[src/rtl/pc_update_unit.sv]
// Program-counter stage of the multicycle CPU.
// It registers the selected next PC and resolves the conditional branches from the ALU flags.
// It rejects misaligned PC writes, records EPC and cause on each exception, and holds PC writes
// until the exception vector has been loaded.
module pc_update_unit #(
    parameter logic [31:0] RESET_PC  = 32'h0000_0000,
    parameter int unsigned CNT_WIDTH = 8
) (
    input  logic                 clk,
    input  logic                 reset_n,
    input  logic [31:0]          next_pc,
    input  logic                 pc_write,
    input  logic                 pc_write_cond,
    input  logic [1:0]           branch_op,
    input  logic                 alu_zero,
    input  logic                 alu_gt,
    input  logic                 exc_req,
    input  logic [1:0]           exc_cause_in,
    output logic [31:0]          pc_out,
    output logic [31:0]          epc_out,
    output logic [1:0]           cause_out,
    output logic                 exc_busy,
    output logic                 pc_misaligned,
    output logic [CNT_WIDTH-1:0] exc_count
);

    typedef enum logic {StNormal, StExcHold} state_e;

    localparam logic [1:0] CauseMisaligned = 2'b11;

    state_e               state_q, state_d;
    logic [31:0]          pc_q, pc_d;
    logic [31:0]          epc_q, epc_d;
    logic [1:0]           cause_q, cause_d;
    logic                 mis_q, mis_d;
    logic [CNT_WIDTH-1:0] cnt_q, cnt_d;

    logic                 cond;
    logic                 wr;
    logic [CNT_WIDTH-1:0] cnt_inc;

    // Branch condition from the ALU flags, then the combined write request.
    always_comb begin
        cond = 1'b0;
        unique case (branch_op)
            2'b00:   cond = alu_zero;
            2'b01:   cond = ~alu_zero;
            2'b10:   cond = alu_gt;
            default: cond = ~alu_gt;
        endcase
        wr = pc_write | (pc_write_cond & cond);
        // The counter sticks at all-ones instead of wrapping.
        cnt_inc = (&cnt_q) ? cnt_q : cnt_q + CNT_WIDTH'(1);
    end

    // Next-state logic: exception capture, alignment check and PC update.
    always_comb begin
        state_d = state_q;
        pc_d    = pc_q;
        epc_d   = epc_q;
        cause_d = cause_q;
        cnt_d   = cnt_q;
        mis_d   = 1'b0;
        unique case (state_q)
            StNormal: begin
                if (exc_req) begin
                    epc_d   = pc_q - 32'd4;
                    cause_d = exc_cause_in;
                    cnt_d   = cnt_inc;
                    state_d = StExcHold;
                end else if (wr && (next_pc[1:0] != 2'b00)) begin
                    epc_d   = pc_q - 32'd4;
                    cause_d = CauseMisaligned;
                    cnt_d   = cnt_inc;
                    mis_d   = 1'b1;
                    state_d = StExcHold;
                end else if (wr) begin
                    pc_d = next_pc;
                end
            end
            StExcHold: begin
                // Only the handler vector load leaves this state; it is trusted, so it is not
                // checked for alignment.
                if (pc_write) begin
                    pc_d    = next_pc;
                    state_d = StNormal;
                end
            end
            default: state_d = StNormal;
        endcase
    end

    // State and output registers; reset aborts any exception in progress.
    always_ff @(posedge clk or negedge reset_n) begin
        if (!reset_n) begin
            state_q <= StNormal;
            pc_q    <= RESET_PC;
            epc_q   <= 32'h0;
            cause_q <= 2'b00;
            mis_q   <= 1'b0;
            cnt_q   <= '0;
        end else begin
            state_q <= state_d;
            pc_q    <= pc_d;
            epc_q   <= epc_d;
            cause_q <= cause_d;
            mis_q   <= mis_d;
            cnt_q   <= cnt_d;
        end
    end

    assign pc_out        = pc_q;
    assign epc_out       = epc_q;
    assign cause_out     = cause_q;
    assign exc_busy      = (state_q == StExcHold);
    assign pc_misaligned = mis_q;
    assign exc_count     = cnt_q;

endmodule

[config.mk]
export PLATFORM = sky130hd
export DESIGN_NAME = pc_update_unit
export DESIGN_NICKNAME = d
export VERILOG_FILES = /design/src/rtl/pc_update_unit.sv
export SDC_FILE = /design/constraint.sdc
export NUM_CORES = 1
export LEC_CHECK = 0
export ABC_AREA = 1
export CAP_MARGIN = 20
export CORE_UTILIZATION = 35
export DETAILED_ROUTE_END_ITERATION = 8
export SYNTH_ARGS = -nofsm -noshare
export SYNTH_HDL_FRONTEND = slang
export SYNTH_SLANG_ARGS = --single-unit
[constraint.sdc]
create_clock -name clk -period 1.7 [get_ports clk]
set_clock_uncertainty 0.15 [all_clocks]
set_input_delay 0.34 -clock clk [delete_from_list [all_inputs] [get_ports clk]]
set_output_delay 0.34 -clock clk [all_outputs]
set_load 0.02 [all_outputs]
==> key figures, run 1 <==
Cells and area
  • Nets: 710
  • Fin util: 0.551
  • Layout Area Growth over Synthesis: 50.4%
  • Ant diodes: 0
  • Layout cell share with drive strength beyond 1: 0.163
  • Design Area, Final: 6070 sq um
  • Non-Filler Instances: 809

Floorplan
  • Io pins: between 100 and 150
  • Core area: 11000 sq um
  • DIE AREA: 12000 sq um
  • Starting density of the core: 0.366
  • Row cnt: 38
  • Die Y-Extent: 109 um
  • Die width: 109 um

Yosys
  • Count of flip-flops with a built-in enable after synthesis: 0
  • Syn Nets: 572
  • Mean Syn Cell Area: 7.66 sq um
  • Cell with the most instances after synthesis: nand2_1
  • Yosys cell types: 24
  • Sequential share of the synthesized area: 0.471
  • Async set-reset flop share out of synthesis: 1.00
  • Syn Inst Count: between 500 and 600
  • Synth Cell Area: 4040 sq um
  • Ys Warns: 0
  • Synth top area cells: dfrtp_1 47%, nand2_1 18%, nand3_1 7.6%
  • Main synth FF type: dfrtp_1
  • Yosys top cell by area: dfrtp_1
  • Count of state elements after synthesis: 76
  • Area share of the largest cell type after synthesis: 0.471
  • Most common library cells after synthesis: 195 x nand2_1, 76 x dfrtp_1, 61 x nand3_1

Critical path
  • Crit path max fanout: 11
  • RR Endpoint: epc_out[26]$_DFFE_PN0P_
  • Slowest cell on crit path: clkdlybuf4s50_1
  • Worst r2r src: pc_out[3]$_DFFE_PN0P_
  • CP Class: input port to register
  • Crit path arrival time: roughly 1.8 ns
  • Worst Setup Start Kind: input port
  • Slowest stage delay, CP: around 0.48 ns
  • Worst R2R Setup Slack: about 0.060 ns
  • Worst endpoint required time: 1.81 ns
  • CP startpoint: branch_op[0]
  • CP Cell Sequence: clkdlybuf4s50_1 -> inv_1 -> nand3_1 -> nand3_2 -> nand2_4 -> nand2_8 -> nand3_4 -> clkbuf_16 -> nand2_1 -> nand2_1
  • R2R cell count: 8
  • CP dominant cell by count: nand2_1
  • Worst Setup End Kind: register

Detailed routing
  • Wire per inst: 14.7 um
  • Detailed Route WL: about 12 mm
  • Antenna violation net count after detailed routing: 0
  • Pre-Repair DR Iteration Count: 4
  • DRC viols: 0
  • DR vias: between 3000 and 4000
  • First DRT Iteration DRCs: 185
  • Via density: 4.93

Global routing
  • Total track usage: 0.205
  • Vias in the first global route: 3891
  • Global-route wire length before repair: around 19 mm
  • GR Overflow Total: 0
  • Pin count of the biggest net entering global routing: 77
  • Initial antenna violation count: 0

Timing
  • Final hold viol count: 0
  • Period utilization: 0.984
  • Max_slew headroom: 0.734
  • Final worst slack: between 0.02 and 0.03 ns
  • Final Slew Violations: 0
  • TNS Setup: 0 ns
  • Max frequency: 0.598 GHz
  • Min cycle time layout: 1.67 ns
  • Slew @ Worst Pin: 0.399 ns
  • Endpoints failing setup: 0

Run
  • Max-Cap Viols: 0

Min path
  • Hold_sp: epc_out[2]$_DFFE_PN0P_
  • Hold Crit Class: register to register
  • End of the worst hold path: epc_out[2]$_DFFE_PN0P_
  • Hold Path Depth: 2

Clock network
  • Worst-Skew Late Latency: approximately 0.33 ns
  • CTS tree: built
  • Clk sink count: 76
  • Num CTS Buffers: 9
  • H-tree Lvls: 3
  • Post-CTS setup buffer count: 0
  • Clk pin slew, worst setup/hold paths: 0.06 ns
  • CTS max path bufs: 2
  • Clock root cell: clkbuf_16

Pwr
  • Reg power frac: 0.320
  • Power share of the clock group: 0.175
  • P per Cell Area: approximately 1900 nW/um^2
  • Internal power: 0.00631 W
  • Combinational share of power: 0.506
  • Switch Pwr: about 0.0052 W
  • Worst vdd ir: 0.868 mV
  • Leakage Power: 3.11 nW
  • Switch share: 0.451

Placement
  • GPL Wtd Cong: 0.849
  • Number of port buffers: 118
  • Dpl cells: between 700 and 800
  • Setup WS pre-CTS: -0.355 ns
  • HPWL after DPL: 8.76 mm
  • Area after DPL: approximately 5600 sq um

Run status
  • Outcome: complete, no violations
metrics by stage:
| step | power (W) | hold slack (ns) |
|---|---|---|
| 3_3_place_gp | 0.00955 | 0.239 |
| 4_1_cts | 0.0111 | 0.355 |
| 6_report | 0.0115 | 0.352 |
| 5_1_grt | 0.0123 | 0.367 |
| 3_5_place_dp | 0.00961 | 0.241 |
| 2_1_floorplan | 0.00666 | -0.106 |
power groups by stage:
stage	logic [W]	clock network (W)	registers (W)
2_1_floorplan	0.00231	0	0.00435
3_3_place_gp	0.00593	0	0.00361
3_5_place_dp	0.00599	0	0.00362
4_1_cts	0.00552	0.00205	0.00358
5_1_grt	0.00641	0.00213	0.00380
6_report	0.00581	0.00201	0.00367
cells in the final DEF, fill, tap and decap left out, types with 3 or more instances in the layout:
| cell type | n |
|---|---|
| nor2_1 | 39 |
| nand2_4 | 4 |
| buf_12 | 9 |
| nand3_1 | 59 |
| nor2_4 | 6 |
| clkdlybuf4s15_1 | 5 |
| nand2_1 | 191 |
| o21ai_0 | 4 |
| dlygate4sd2_1 | 69 |
| buf_4 | 19 |
| inv_2 | 3 |
| nand4_1 | 35 |
| nand2_2 | 5 |
| dfrtp_2 | 11 |
| xnor2_1 | 11 |
| inv_1 | 25 |
| nand3_2 | 4 |
| xnor2_2 | 4 |
| nor2_2 | 18 |
| dlymetal6s2s_1 | 3 |
| clkdlybuf4s50_1 | 38 |
| dfrtp_1 | 65 |
| clkbuf_16 | 11 |
| xor2_1 | 10 |
registers in the layout, indices dropped and copies added, names as in the netlist:
signal / count
pc_out: 32
epc_out: 32
pc_misaligned: 1
cause_out: 2
exc_busy: 1
exc_count: 8
how the worst max path moves through the flow:
stage / endpoint / slack [ns]
3_5_place_dp: exc_count[1]$_DFFE_PN0P_ / -0.36
2_1_floorplan: epc_out[26]$_DFFE_PN0P_ / 0.06
5_1_grt: pc_out[13]$_DFFE_PN0P_ / -0.009
4_1_cts: pc_out[7]$_DFFE_PN0P_ / -0.008
6_report: pc_out[13]$_DFFE_PN0P_ / 0.03
3_3_place_gp: exc_count[7]$_DFFE_PN0P_ / -0.31
area by class of cell:
cell class,count,area [sq um]
Sequential cell,76,1920
Multi-Input combinational cell,401,2090
Tap cell,140,175
Timing Repair Buffer,149,1480
Fill cell,1076,4960
Clock inverter,6,90.1
Inverter,28,105
Clock buffer,9,225
cell families after synthesis:
logic type / after synthesis / share of synthesized area
xor gates and xnor gates: 25 / 0.0542
buffers and inverters: 51 / 0.0620
DFF: 76 / 0.471
and+or+nand+nor: 368 / 0.401
adders and majority gates: 2 / 0.00619
AOI/OAI and AO/OA: 5 / 0.00619
repair_timing:
action,in CTS,in global routing
setup endpoints to repair,85,84
hold buffers,1,0
pin swaps,0,2
cloned,0,3
hold endpoints to repair,76,0
resized for setup,85,62
critical path, delay by kind of cell:
family / cells / cell delay [ns]
AND/OR/NAND/NOR: 7 / 0.72
buffers and inverters: 3 / 0.71
routing by layer:
metal	global-route usage	vias up	wire, um
met5	0	-	0
met4	0.0714	0	196
met3	0.0397	14	501
met2	0.327	106	5660
met1	0.276	1887	5560
li1	-	1981	-
Note: power is estimated with default switching activity, not from simulation.
==> inputs of run 2 (changes only) <==
Clock period 1.7 ns to 2.1 ns, I/O delays scaled along.
==> key figures, run 2 (synthesized netlist as in run 1, its figures left out) <==
Run status
  • Outcome: complete, no violations

Cells and area
  • Non-Filler Instances: 793 (-2.0%)
  • Nets: 693 (-2.4%)
  • Fin util: 0.519 (-0.0316)
  • Layout Area Growth over Synthesis: 41.7%
  • Commonest non-fill, non-tap cells in the layout: 195 x nand2_1, 117 x clkdlybuf4s50_1, 76 x dfrtp_1
  • Most common cell after layout, fill and taps aside: nand2_1
  • Layout cell share with drive strength beyond 1: 0.0674 (-0.0955)
  • Ant diodes: 0 (unchanged)

Detailed routing
  • First DRT Iteration DRCs: 204 (+10%)
  • Wire per inst: 14.6 um (-0.78%)
  • DR vias: 3856 (-3.3%)
  • DRC viols: 0 (unchanged)
  • Detailed Route WL: 11.6 mm (-2.7%)
  • Antenna violation net count after detailed routing: 0 (unchanged)
  • Routed wl met2: 5.24 mm (-7.5%)
  • Met3 WL: 476 um (-5.0%)
  • M1 WL: 5.71 mm (+2.7%)
  • Pre-Repair DR Iteration Count: 4 (unchanged)
  • DR top layer: met4
  • Via density: 4.86 (-1.4%)

Critical path
  • Slowest stage delay, CP: 0.66 ns (+0.18 ns)
  • CP Cell Sequence: clkdlybuf4s50_1
  • CP Class: register to output pin
  • Crit path max fanout: 5 (-6)
  • RR Endpoint: epc_out[26]$_DFFE_PN0P_
  • Worst R2R Setup Slack: 0.24 ns (+0.18 ns)
  • Worst Setup Start Kind: register
  • Top Family by Delay on Critical Path: buffers and inverters
  • Crit path arrival time: 1.48 ns (-0.30 ns)
  • Worst r2r src: pc_out[2]$_DFFE_PN0P_
  • Worst Setup End Kind: output pin
  • Worst endpoint required time: 1.53 ns (-0.28 ns)
  • CP bufs+invs: 1 (-2)
  • Slowest cell on crit path: clkdlybuf4s50_1
  • R2R cell count: 8 (unchanged)

Clock network
  • Worst-Skew Late Latency: 0.34 ns (about the same)
  • Clk pin slew, worst setup/hold paths: 0.06 ns (about the same)
  • H-tree Lvls: 3 (unchanged)
  • CTS tree: built
  • Post-CTS resize count: 0 (-100%)
  • Clk sink count: 76 (unchanged)
  • CTS max path bufs: 2 (unchanged)
  • Clock root cell: clkbuf_16
  • Num CTS Buffers: 9 (unchanged)

Placement
  • Dpl cells: 776 (-1.8%)
  • GPL Wtd Cong: 0.863 (+1.6%)
  • HPWL after DPL: 8.69 mm (-0.82%)
  • Number of port buffers: 118 (unchanged)

Min path
  • Hold Crit Class: register to register
  • End of the worst hold path: epc_out[16]$_DFFE_PN0P_
  • Hold Path Depth: 2 (unchanged)
  • Hold_sp: epc_out[16]$_DFFE_PN0P_

Floorplan
  • Die width: 109 um (unchanged)
  • Io pins: 119 (unchanged)
  • Row cnt: 38 (unchanged)
  • Starting density of the core: 0.366 (unchanged)
  • Die Y-Extent: 109 um (unchanged)
  • Core area: 11000 sq um (unchanged)
  • DIE AREA: 12000 sq um (unchanged)

Timing
  • Slew @ Worst Pin: 0.467 ns (+0.0680 ns)
  • Endpoints failing setup: 0 (unchanged)
  • Min cycle time layout: between 2 and 2.5 ns
  • Unrepaired setup endpoints after global routing: false
  • Final hold viol count: 0 (unchanged)
  • Period utilization: 0.978
  • Worst-case hold slack: 0.356 ns (+0.00371 ns)
  • Max frequency: a little under 0.5 GHz
  • Max_slew headroom: 0.688 (-0.0454)
  • Final Slew Violations: 0 (unchanged)

Global routing
  • Pin count of the biggest net entering global routing: 44 (-43%)
  • Vias in the first global route: 3750 (-3.6%)
  • Total track usage: 0.207 (+0.00193)
  • Initial antenna violation count: 0 (unchanged)
  • Global-route wire length before repair: 18.9 mm (+0.40%)
  • GR Overflow Total: 0 (unchanged)

Pwr
  • Worst vdd ir: 0.723 mV (-17%)
  • Switch share: 0.438 (-0.0136)
  • Switch Pwr: 0.00398 W (-23%)
  • Internal power: 0.00511 W (-19%)
  • P per Cell Area: 1590 nW/um^2 (-16%)
  • Reg power frac: 0.322 (+0.002)
  • Combinational share of power: 0.512 (+0.006)
  • Power share of the clock group: 0.166 (-0.009)
  • Leakage Power: 2.74 nW (-12%)

Run
  • Max-Cap Viols: 0 (unchanged)
[run 2: cell type report]
class	instances	area [sq um]
repair buffers	133	1370
multi-input cells	400	1890
clock inverters	4	50.0
fillers	1081	5310
clock buffers	12	236
flip-flops and latches	76	1900
inverters	28	105
well taps	140	175
[run 2: timing repair]
action                    CTS  global route
hold endpoints to repair   33             0
setup buffers               0             0
hold buffers                1             0
[run 2: power groups by stage]
| stage | clock network, W | logic, W | registers (W) |
|---|---|---|---|
| 3_3_place_gp | 0 | 0.00462 | 0.00293 |
| 5_1_grt | 0.00159 | 0.00511 | 0.00302 |
| 4_1_cts | 0.00153 | 0.00468 | 0.00292 |
| 2_1_floorplan | 0 | 0.00187 | 0.00352 |
| 3_5_place_dp | 0 | 0.00466 | 0.00294 |
| 6_report | 0.00151 | 0.00465 | 0.00293 |
[run 2: how the worst max path moves through the flow]
stage	from	to	depth (start not counted)
5_1_grt	pc_out[8]$_DFFE_PN0P_	pc_out[8]	1
3_3_place_gp	branch_op[1]	epc_out[19]$_DFFE_PN0P_	11
2_1_floorplan	pc_out[2]$_DFFE_PN0P_	epc_out[26]$_DFFE_PN0P_	8
4_1_cts	pc_out[9]$_DFFE_PN0P_	pc_out[9]	1
6_report	pc_out[29]$_DFFE_PN0P_	pc_out[29]	1
3_5_place_dp	branch_op[1]	epc_out[27]$_DFFE_PN0P_	10
[run 2: stage by stage]
| stage | setup slack, ns | setup TNS [ns] | power (W) | instance area, sq um |
|---|---|---|---|---|
| 2_1_floorplan | 0.457 | 0 | 0.00539 | 4040 |
| 3_3_place_gp | 0.00374 | 0 | 0.00756 | 5430 |
| 3_5_place_dp | -0.0325 | -0.399 | 0.00760 | 5430 |
| 4_1_cts | 0.0437 | 0 | 0.00913 | 5720 |
| 5_1_grt | 0.0118 | 0 | 0.00972 | 5720 |
| 6_report | 0.0466 | 0 | 0.00908 | 5720 |
[run 2: worst register-to-register path, delay by kind of cell (launching register included)]
| family | cells | cell delay, ns |
|---|---|---|
| flops | 1 | 0.39 |
| buf+inv | 1 | 0.13 |
| xor+xnor | 1 | 0.19 |
| fa+ha+maj | 1 | 0.25 |
| simple gates | 5 | 0.69 |
[run 2: per-layer routing]
metal | global-route usage | vias to the layer above
met3 | 0.0290 | 11
met1 | 0.292 | 1803
met5 | 0 | -
met2 | 0.317 | 98
li1 | - | 1944
met4 | 0.0838 | 0
==> inputs of run 3 (changes only) <==
Settings changed: SKIP_CTS_REPAIR_TIMING from default to 1, TNS_END_PERCENT from default to 100.
==> results of run 3 <==
No change in the layout: final DEF, timing and power equal those of run 2.
